--- src/rtl/algo_mrw_refr_sched.sv ---
// rtl/algo_mrw_refr_sched.sv - tag-SRAM init sweep followed by debt-based refresh scheduling
// Refresh requests accrue as debt; debt is paid when the target bank is idle, or forcibly at the limit.
module algo_mrw_refr_sched #(
  parameter int NUMVROW = 4096,
  parameter int BITVROW = 12,
  parameter int NUMRBNK = 4,
  parameter int BITRBNK = 2,
  parameter int NUMRROW = 256,
  parameter int BITRROW = 8,
  parameter int REFFREQ = 6,
  parameter int REFFRHF = 0,
  parameter int REFMODE = 0,
  parameter int MAXPEND = 3
) (
  input  logic               clk,
  input  logic               rst,
  input  logic               refr,
  input  logic [NUMRBNK-1:0] acc_vld,
  output logic               ready,
  output logic               init_write,
  output logic [BITVROW-1:0] init_addr,
  output logic               t1_refrB,
  output logic [BITRBNK-1:0] t1_bankB,
  output logic [BITRROW-1:0] t1_rowB,
  output logic               stall
);

  localparam int TW = $clog2(REFFREQ + 2);
  localparam logic [TW-1:0]      TC_EVEN   = TW'(REFFREQ - 1);
  localparam logic [TW-1:0]      TC_ODD    = TW'(REFFREQ);
  localparam logic [2:0]         MAXD      = 3'(MAXPEND);
  localparam logic [2:0]         STALLD    = 3'(MAXPEND - 1);
  localparam logic [BITVROW-1:0] LAST_ADDR = BITVROW'(NUMVROW - 1);
  localparam logic [BITRBNK-1:0] LAST_BANK = BITRBNK'(NUMRBNK - 1);
  localparam logic [BITRROW-1:0] LAST_ROW  = BITRROW'(NUMRROW - 1);

  typedef enum logic [1:0] {S_RST, S_INIT, S_RUN} state_t;

  state_t             r_state;
  state_t             w_state_nxt;
  logic [BITVROW-1:0] r_addr;
  logic [TW-1:0]      r_timer;
  logic               r_odd;
  logic [2:0]         r_debt;
  logic [BITRBNK-1:0] r_bank;
  logic [BITRROW-1:0] r_row;
  logic               r_ready;

  logic               w_run;
  logic [TW-1:0]      w_tc_val;
  logic               w_tc;
  logic               w_req;
  logic               w_req_acc;
  logic               w_issue;

  always_comb begin
    w_state_nxt = r_state;
    case (r_state)
      S_RST:   w_state_nxt = S_INIT;
      S_INIT:  if (r_addr == LAST_ADDR) w_state_nxt = S_RUN;
      S_RUN:   w_state_nxt = S_RUN;
      default: w_state_nxt = S_RST;
    endcase
  end

  always_comb begin
    w_run     = (r_state == S_RUN);
    w_tc_val  = (REFFRHF != 0 && r_odd) ? TC_ODD : TC_EVEN;
    w_tc      = (r_timer == w_tc_val);
    w_req     = w_run && ((REFMODE != 0) ? refr : w_tc);
    // A request arriving with the debt already at the limit is lost.
    w_req_acc = w_req && (r_debt < MAXD);
    w_issue   = w_run && (r_debt != 3'd0) && (!acc_vld[r_bank] || (r_debt == MAXD));
  end

  always_ff @(posedge clk) begin
    if (!rst) begin
      r_state <= S_RST;
      r_addr  <= '0;
      r_timer <= '0;
      r_odd   <= 1'b0;
      r_debt  <= 3'd0;
      r_bank  <= '0;
      r_row   <= '0;
      r_ready <= 1'b0;
    end else begin
      r_state <= w_state_nxt;
      if (r_state == S_INIT) begin
        r_addr <= (r_addr == LAST_ADDR) ? '0 : r_addr + 1'b1;
      end
      if (w_run) begin
        r_ready <= 1'b1;
        if (REFMODE == 0) begin
          if (w_tc) begin
            r_timer <= '0;
            r_odd   <= ~r_odd;
          end else begin
            r_timer <= r_timer + 1'b1;
          end
        end
        case ({w_req_acc, w_issue})
          2'b10:   r_debt <= r_debt + 3'd1;
          2'b01:   r_debt <= r_debt - 3'd1;
          default: r_debt <= r_debt;
        endcase
        if (w_issue) begin
          if (r_bank == LAST_BANK) begin
            r_bank <= '0;
            r_row  <= (r_row == LAST_ROW) ? '0 : r_row + 1'b1;
          end else begin
            r_bank <= r_bank + 1'b1;
          end
        end
      end
    end
  end

  assign ready      = r_ready;
  assign init_write = (r_state == S_INIT);
  assign init_addr  = init_write ? r_addr : '0;
  assign t1_refrB   = w_issue;
  assign t1_bankB   = w_issue ? r_bank : '0;
  assign t1_rowB    = w_issue ? r_row : '0;
  assign stall      = w_run && (r_debt >= STALLD);

endmodule

--- config.mk ---
export PLATFORM = sky130hd
export DESIGN_NAME = algo_mrw_refr_sched
export DESIGN_NICKNAME = d
export VERILOG_FILES = /design/src/rtl/algo_mrw_refr_sched.sv
export SDC_FILE = /design/constraint.sdc
export NUM_CORES = 1
export LEC_CHECK = 0
export BUFFER_PORTS_ARGS = -buffer_cell sky130_fd_sc_hd__buf_2
export CAP_MARGIN = 20
export CORE_ASPECT_RATIO = 1.5
export CORE_UTILIZATION = 58
export DETAILED_ROUTE_END_ITERATION = 16
export GPL_ROUTABILITY_DRIVEN = 1
export PLACE_DENSITY = 0.87
export SLEW_MARGIN = 0
export SYNTH_ARGS = -nofsm -noshare
export SYNTH_HDL_FRONTEND = slang
export SYNTH_SLANG_ARGS = --single-unit
export TNS_END_PERCENT = 10
--- constraint.sdc ---
create_clock -name clk -period 7.36 [get_ports clk]
set_clock_uncertainty 0.2 [all_clocks]
set_input_delay 0.736 -clock clk [delete_from_list [all_inputs] [get_ports clk]]
set_output_delay 0.736 -clock clk [all_outputs]
set_load 0.01 [all_outputs]
==> results of run 1 <==
kinds of logic (layout without fill, tap and decap cells):
family	Yosys count	after routing
multiplexers	1	1
flip-flops	31	31
AO/OA/AOI/OAI	33	33
XOR/XNOR	14	14
AND/OR/NAND/NOR	97	97
adder cells (fa/ha/maj)	8	8
buffers and inverters	19	53
power by group through the flow:
stage	Clock (W)	Sequential, W	Combinational [W]
6_report	0.000147	0.000191	0.0000831
5_1_grt	0.000159	0.000192	0.0000946
4_1_cts	0.000151	0.000191	0.0000848
3_5_place_dp	0	0.000194	0.0000842
3_3_place_gp	0	0.000194	0.0000800
2_1_floorplan	0	0.000193	0.0000631
layout by cell type, fill, tap and decap left out, types with 2 or more instances in the layout:
cell	netlist	final
a211oi_1	2	2
a21oi_1	11	11
and2_1	20	20
and3_1	3	3
buf_2	1	31
buf_4	0	2
clkbuf_8	0	7
dfxtp_1	31	31
ha_1	7	7
inv_1	12	12
nand2_1	18	18
nand3_1	12	12
nand4_1	3	3
nor2_1	23	23
nor3_1	4	4
nor4_1	2	2
o21ai_0	7	7
o31ai_1	2	2
o41ai_1	2	2
or3_1	5	5
or4_1	2	2
xnor2_1	8	8
xor2_1	6	6
worst max-delay path: stages:
cell,delay [ns]
buf_2,0.09
mux4_2,0.51
a21oi_1,0.25
buf_4,0.25
and2_1,0.15
buf_2,0.12
per-layer routing:
layer	up-vias	part of all wire	track usage
li1	764	-	-
met1	709	0.40	0.253
met2	41	0.53	0.423
met3	10	0.042	0.0668
met4	0	0.033	0.159
met5	-	0	0
state kept, by name, indices dropped and copies added (netlist names):
register	flops
r_state	2
r_debt	3
r_timer	3
r_bank	2
r_row	8
r_addr	12
ready	1
area by class of cell:
| type | count | area (µm²) | area share |
|---|---|---|---|
| Clock buffer | 8 | 100 | 0.0516 |
| Inverter | 12 | 45.0 | 0.0232 |
| Multi-Input combinational cell | 153 | 957 | 0.494 |
| Sequential cell | 31 | 621 | 0.320 |
| Tap cell | 37 | 46.3 | 0.0239 |
| Timing Repair Buffer | 33 | 170 | 0.0877 |
per-stage QoR:
stage	hold slack [ns]	setup WS (ns)	cell area, µm²
finish	0.276	4.32	1940
floorplan	0.249	4.26	1660
global placement	0.242	3.70	1830
detailed placement	0.270	3.64	1830
global route	0.313	4.27	1940
CTS	0.280	3.85	1930
worst max-delay path by stage:
stage          slack, ns         end  cells after the start
2_1_floorplan       4.26   r_debt[2]                     10
3_3_place_gp        3.70   r_debt[2]                     10
3_5_place_dp        3.64   r_debt[2]                     10
4_1_cts             3.85  t1_rowB[6]                      5
5_1_grt             4.27  t1_rowB[1]                      6
6_report            4.32  t1_rowB[6]                      6
==> flow_summary_export.csv, run 1 <==
group,metric,value,unit
power_and_ir_drop,p_seq_frac,0.453,
synthesis,synth_cell_types,40,
power_and_ir_drop,p_int,0.000298,W
global_routing,grt_use_total,0.247,
timing,fin_crit_sh,0.413,
synthesis,syn_nets,218,
synthesis,synth-seq-cells,31,
global_routing,grt_overflow_total,0,
synthesis,async_flop_share,0,
drt,finalWirelength,3380,µm
floorplanning,num_io_pins,33,
final_layout,fin_util,0.717,
timing,tightest_slew,0.645,ns
global_routing,grt_first_pass_wirelength,5420,µm
clock_tree,numCtsBuffers,5,
critical_path,r2r_slack,4.49,ns
run,maxCapViolations,0,
synthesis,syn-cell-area,1660,µm²
critical_path,cp-start-kind,"input pin",
drt,viasPerCell,5.56,
floorplanning,die_area,3080,µm²
drt,ant_nets,0,
critical_path,crit_fanout,16,
clock_tree,cts_hold_buf,0,
final_layout,fillers,242,
timing,relSlewSlack,0.564,
power_and_ir_drop,p_switching,0.000123,W
clock_tree,clk_latency,0.29,ns
final_layout,drive_above_1_share,0.173,
timing,fin_crit,3.04,ns
synthesis,synth-edff-count,0,
place,dp_hpwl,2440,µm
power_and_ir_drop,irDropWorstVdd,209,µV
synthesis,synth_top_cell_area_share,0.374,
worst_hold_path,hold_class,"register to register",
clock_tree,cts_resized,0,
clock_tree,cts_root_buf,"clkbuf_8",
synthesis,yosys.area_share.xor_xnor,0.0740,
clock_tree,clk_pin_slew,0.06,ns
synthesis,synth_compound_area_frac,0.127,
worst_hold_path,min_to,"r_state[1]",
critical_path,worst_ep_required_time,6.42,ns
timing,hold_viol_final,0,
synthesis,netlist_instances,203,
global_routing,antenna_found_initial,0,
power_and_ir_drop,fin_total_pwr,0.000421,W
critical_path,worstSetupStartpoint,"acc_vld[3]",
final_layout,finalNetCount,251,
timing,setup_tns,0,ns
clock_tree,cts_setup_buffers,0,
synthesis,synthAdderAreaFrac,0.0649,
final_layout,syn2layout_area_growth,17.0,%
clock_tree,htree_levels,2,
drt,dr_total_vias,1524,
drt,drcViolationCount,0,
global_routing,grt_max_degree,22,
power_and_ir_drop,p_clk_frac,0.349,
critical_path,reg2reg_depth,10,
drt,drt_iter0_markers,25,
power_and_ir_drop,leakagePower,0.784,nW
outcome,status,"finished clean",
synthesis,yosysMostFrequentCell,"dfxtp_1",
floorplanning,dieHeight,67.5,µm
critical_path,r2r_end,"r_debt[2]",
power_and_ir_drop,power_density,217,nW/µm²
synthesis,synth_top_family_by_area,"simple AND/OR/NAND/NOR gates",
synthesis,synth-simple-area-share,0.298,
synthesis,avgSynthCellArea,8.17,µm²
clock_tree,clockBufferDepth,2,
floorplanning,core,2710,µm²
place,placedCellCount,265,
place,io_buffers,31,
worst_hold_path,hp-start,"r_state[1]",
synthesis,yosysWarnings,0,
critical_path,critPathCaptureType,"primary output",
critical_path,worstSetupPathType,"input pin to primary output",
timing,timing.fmax,329,MHz
global_routing,grt_pass1_vias,1294,
critical_path,r2r_start,"r_bank[0]",
timing,rsz0062_at_grt,"no",
timing,setup-violations-final,0,
drt,wl_per_cell,12.3,µm
synthesis,netlist.top_cell.by_area,"dfxtp_1",
final_layout,diodes,0,
critical_path,cp.arrival,2.11,ns
clock_tree,cts_sinks,31,
synthesis,ys_seq_area_frac,0.374,
timing,slew_viol_final,0,
synthesis,yosys-top-cells-count,"dfxtp_1, nor2_1, and2_1",
floorplanning,initial_core_util,0.613,
place,globalplace.congestion,0.784,
clock_tree,cts_tree,"done",
synthesis,synth.area.top_cells,"dfxtp_1, and2_1, ha_1",
floorplanning,die_w,45.7,µm
floorplanning,rows,23,
power_and_ir_drop,switching_share,0.291,
power_and_ir_drop,power_frac_comb,0.198,
final_layout,fin_cells,274,
synthesis,synth_flop_cell,"dfxtp_1",
worst_hold_path,min_path_cells,2,
drt,firstDrtPassIters,4,
synthesis,synth_mux_area_frac,0.0136,
No activity file was read; power rests on OpenSTA's default activity.
==> run 2, diff against run 1 <==
--- a/config.mk
+++ b/config.mk
@@ -8,10 +8,10 @@
 export BUFFER_PORTS_ARGS = -buffer_cell sky130_fd_sc_hd__buf_2
 export CAP_MARGIN = 20
 export CORE_ASPECT_RATIO = 1.5
-export CORE_UTILIZATION = 58
+export CORE_UTILIZATION = 49
 export DETAILED_ROUTE_END_ITERATION = 16
 export GPL_ROUTABILITY_DRIVEN = 1
-export PLACE_DENSITY = 0.87
+export PLACE_DENSITY = 0.79
 export SLEW_MARGIN = 0
 export SYNTH_ARGS = -nofsm -noshare
 export SYNTH_HDL_FRONTEND = slang
==> constraint.sdc (replaced) <==
create_clock -name clk -period 2.6 [get_ports clk]
set_clock_uncertainty 0.2 [all_clocks]
set_input_delay 0.26 -clock clk [delete_from_list [all_inputs] [get_ports clk]]
set_output_delay 0.26 -clock clk [all_outputs]
set_load 0.01 [all_outputs]
==> flow_summary_export.csv, run 2 (synthesized netlist as in run 1, its figures left out) <==
group,metric,value,unit
timing,relSlewSlack,0.615,
drt,drt_iter0_markers,48,
place,io_buffers,31,
timing,setup_slack,0.156,ns
timing,timing.fmax,409,MHz
timing,fin_crit_sh,0.940,
clock_tree,cts_setup_buffers,0,
final_layout,final_common_cell,"buf_2",
clock_tree,clockBufferDepth,2,
drt,finalWirelength,3370,µm
critical_path,crit_family,"multiplexers",
floorplanning,dieHeight,73.2,µm
critical_path,cpMaxStageDelayCell,"mux4_2",
critical_path,worstSetupPathType,"register to register",
outcome,status,"finished clean",
final_layout,max_flop_register,"r_addr",
global_routing,grt_max_degree,18,
drt,viasPerCell,5.37,
final_layout,finalNetCount,253,
clock_tree,cts_sinks,31,
power_and_ir_drop,power_density,588,nW/µm²
power_and_ir_drop,switching_share,0.307,
floorplanning,num_io_pins,33,
floorplanning,core,3190,µm²
power_and_ir_drop,irDropWorstVdd,472,µV
power_and_ir_drop,fin_total_pwr,0.00115,W
final_layout,mostFrequentLayoutCells,"buf_2, dfxtp_1, nor2_1, and2_1, nand2_1",
timing,setup_tns,0,ns
clock_tree,cts_tree,"done",
drt,wl_per_cell,12.1,µm
place,globalplace.congestion,0.771,
drt,drcViolationCount,0,
timing,fin_crit,2.44,ns
critical_path,worst_ep_required_time,2.63,ns
floorplanning,die_w,49.5,µm
clock_tree,cts_hold_buf,0,
drt,firstDrtPassIters,4,
power_and_ir_drop,p_clk_frac,0.319,
timing,slew_viol_final,0,
floorplanning,initial_core_util,0.520,
global_routing,antenna_found_initial,0,
final_layout,diodes,0,
critical_path,cp.arrival,2.47,ns
critical_path,worstPathCellList,"mux4_2 -> a21oi_4 -> ha_2 -> inv_1 -> fa_2 -> xnor2_1 -> nand2_1 -> xor2_1 -> nor2_1",
clock_tree,cts_resized,0,
clock_tree,htree_levels,2,
final_layout,drive_above_1_share,0.192,
power_and_ir_drop,leakagePower,0.786,nW
floorplanning,die_area,3620,µm²
clock_tree,clk_latency,0.28,ns
timing,tightest_slew,0.570,ns
clock_tree,clk_pin_slew,0.07,ns
worst_hold_path,hold_class,"input pin to register",
place,place_ws,0.114,ns
clock_tree,numCtsBuffers,5,
critical_path,critPathCaptureType,"register",
timing,rsz0062_at_grt,"no",
timing,hold_viol_final,0,
drt,dr_total_vias,1497,
critical_path,slowest_delay,0.57,ns
power_and_ir_drop,p_int,0.000798,W
global_routing,grt_pass1_vias,1344,
clock_tree,cts_root_buf,"clkbuf_8",
timing,setup-violations-final,0,
run,maxCapViolations,0,
global_routing,grt_use_total,0.207,
critical_path,cp-start-kind,"register",
drt,ant_nets,0,
final_layout,top_regs,"r_addr x12, r_row x8",
final_layout,syn2layout_area_growth,18.2,%
place,dp_hpwl,2430,µm
critical_path,crit_buf_inv,1,
final_layout,largest_reg_flops,12,
power_and_ir_drop,power_frac_comb,0.214,
power_and_ir_drop,p_switching,0.000354,W
global_routing,grt_first_pass_wirelength,5660,µm
critical_path,crit_fanout,5,
power_and_ir_drop,p_seq_frac,0.467,
floorplanning,rows,25,
global_routing,grt_overflow_total,0,
-- run 2: stage by stage --
step           std cells   util  hold slack, ns  cell area [µm²]
6_report             279  0.614           0.126             1960
5_1_grt              279  0.614           0.117             1960
4_1_cts              279  0.612           0.118             1950
3_5_place_dp         271  0.586           0.261             1870
3_3_place_gp         271  0.586           0.243             1870
2_1_floorplan        203      -           0.249             1680
-- run 2: power by group through the flow --
stage | clock network (W) | registers, W | logic (W)
floorplan | 0 | 0.000547 | 0.000179
global placement | 0 | 0.000548 | 0.000245
detailed placement | 0 | 0.000549 | 0.000249
CTS | 0.000382 | 0.000539 | 0.000252
global route | 0.000399 | 0.000542 | 0.000280
finish | 0.000367 | 0.000538 | 0.000247
-- run 2: layout make-up --
class | instances | area (µm²)
Multi-Input combinational cell | 153 | 973
Inverter | 12 | 45.0
Timing Repair Buffer | 35 | 185
Clock buffer | 7 | 76.3
Tap cell | 40 | 50.0
Fill cell | 298 | 1230
Clock inverter | 1 | 5.00
Sequential cell | 31 | 624
-- run 2: final timing paths --
kind / from / end / slack, ns / cells past startpoint
min reg2reg: ready / ready / 0.27 / 2
max reg2reg: r_bank[0] / r_debt[2] / 0.16 / 9
max: r_bank[0] / r_debt[2] / 0.16 / 9
min: rst / r_bank[0] / 0.13 / 3
-- run 2: tightest hold or removal path, delay by kind of cell --
family / cells / cell delay [ns]
buf+inv: 1 / 0.18
compound gates: 1 / 0.05
simple gates: 1 / 0.08
-- run 2: routing by layer --
metal / track usage / vias up / routed length, µm
li1: - / 769 / -
met1: 0.186 / 684 / 1400
met2: 0.405 / 37 / 1720
met3: 0.0583 / 7 / 160
met4: 0.114 / 0 / 91
met5: 0 / - / 0
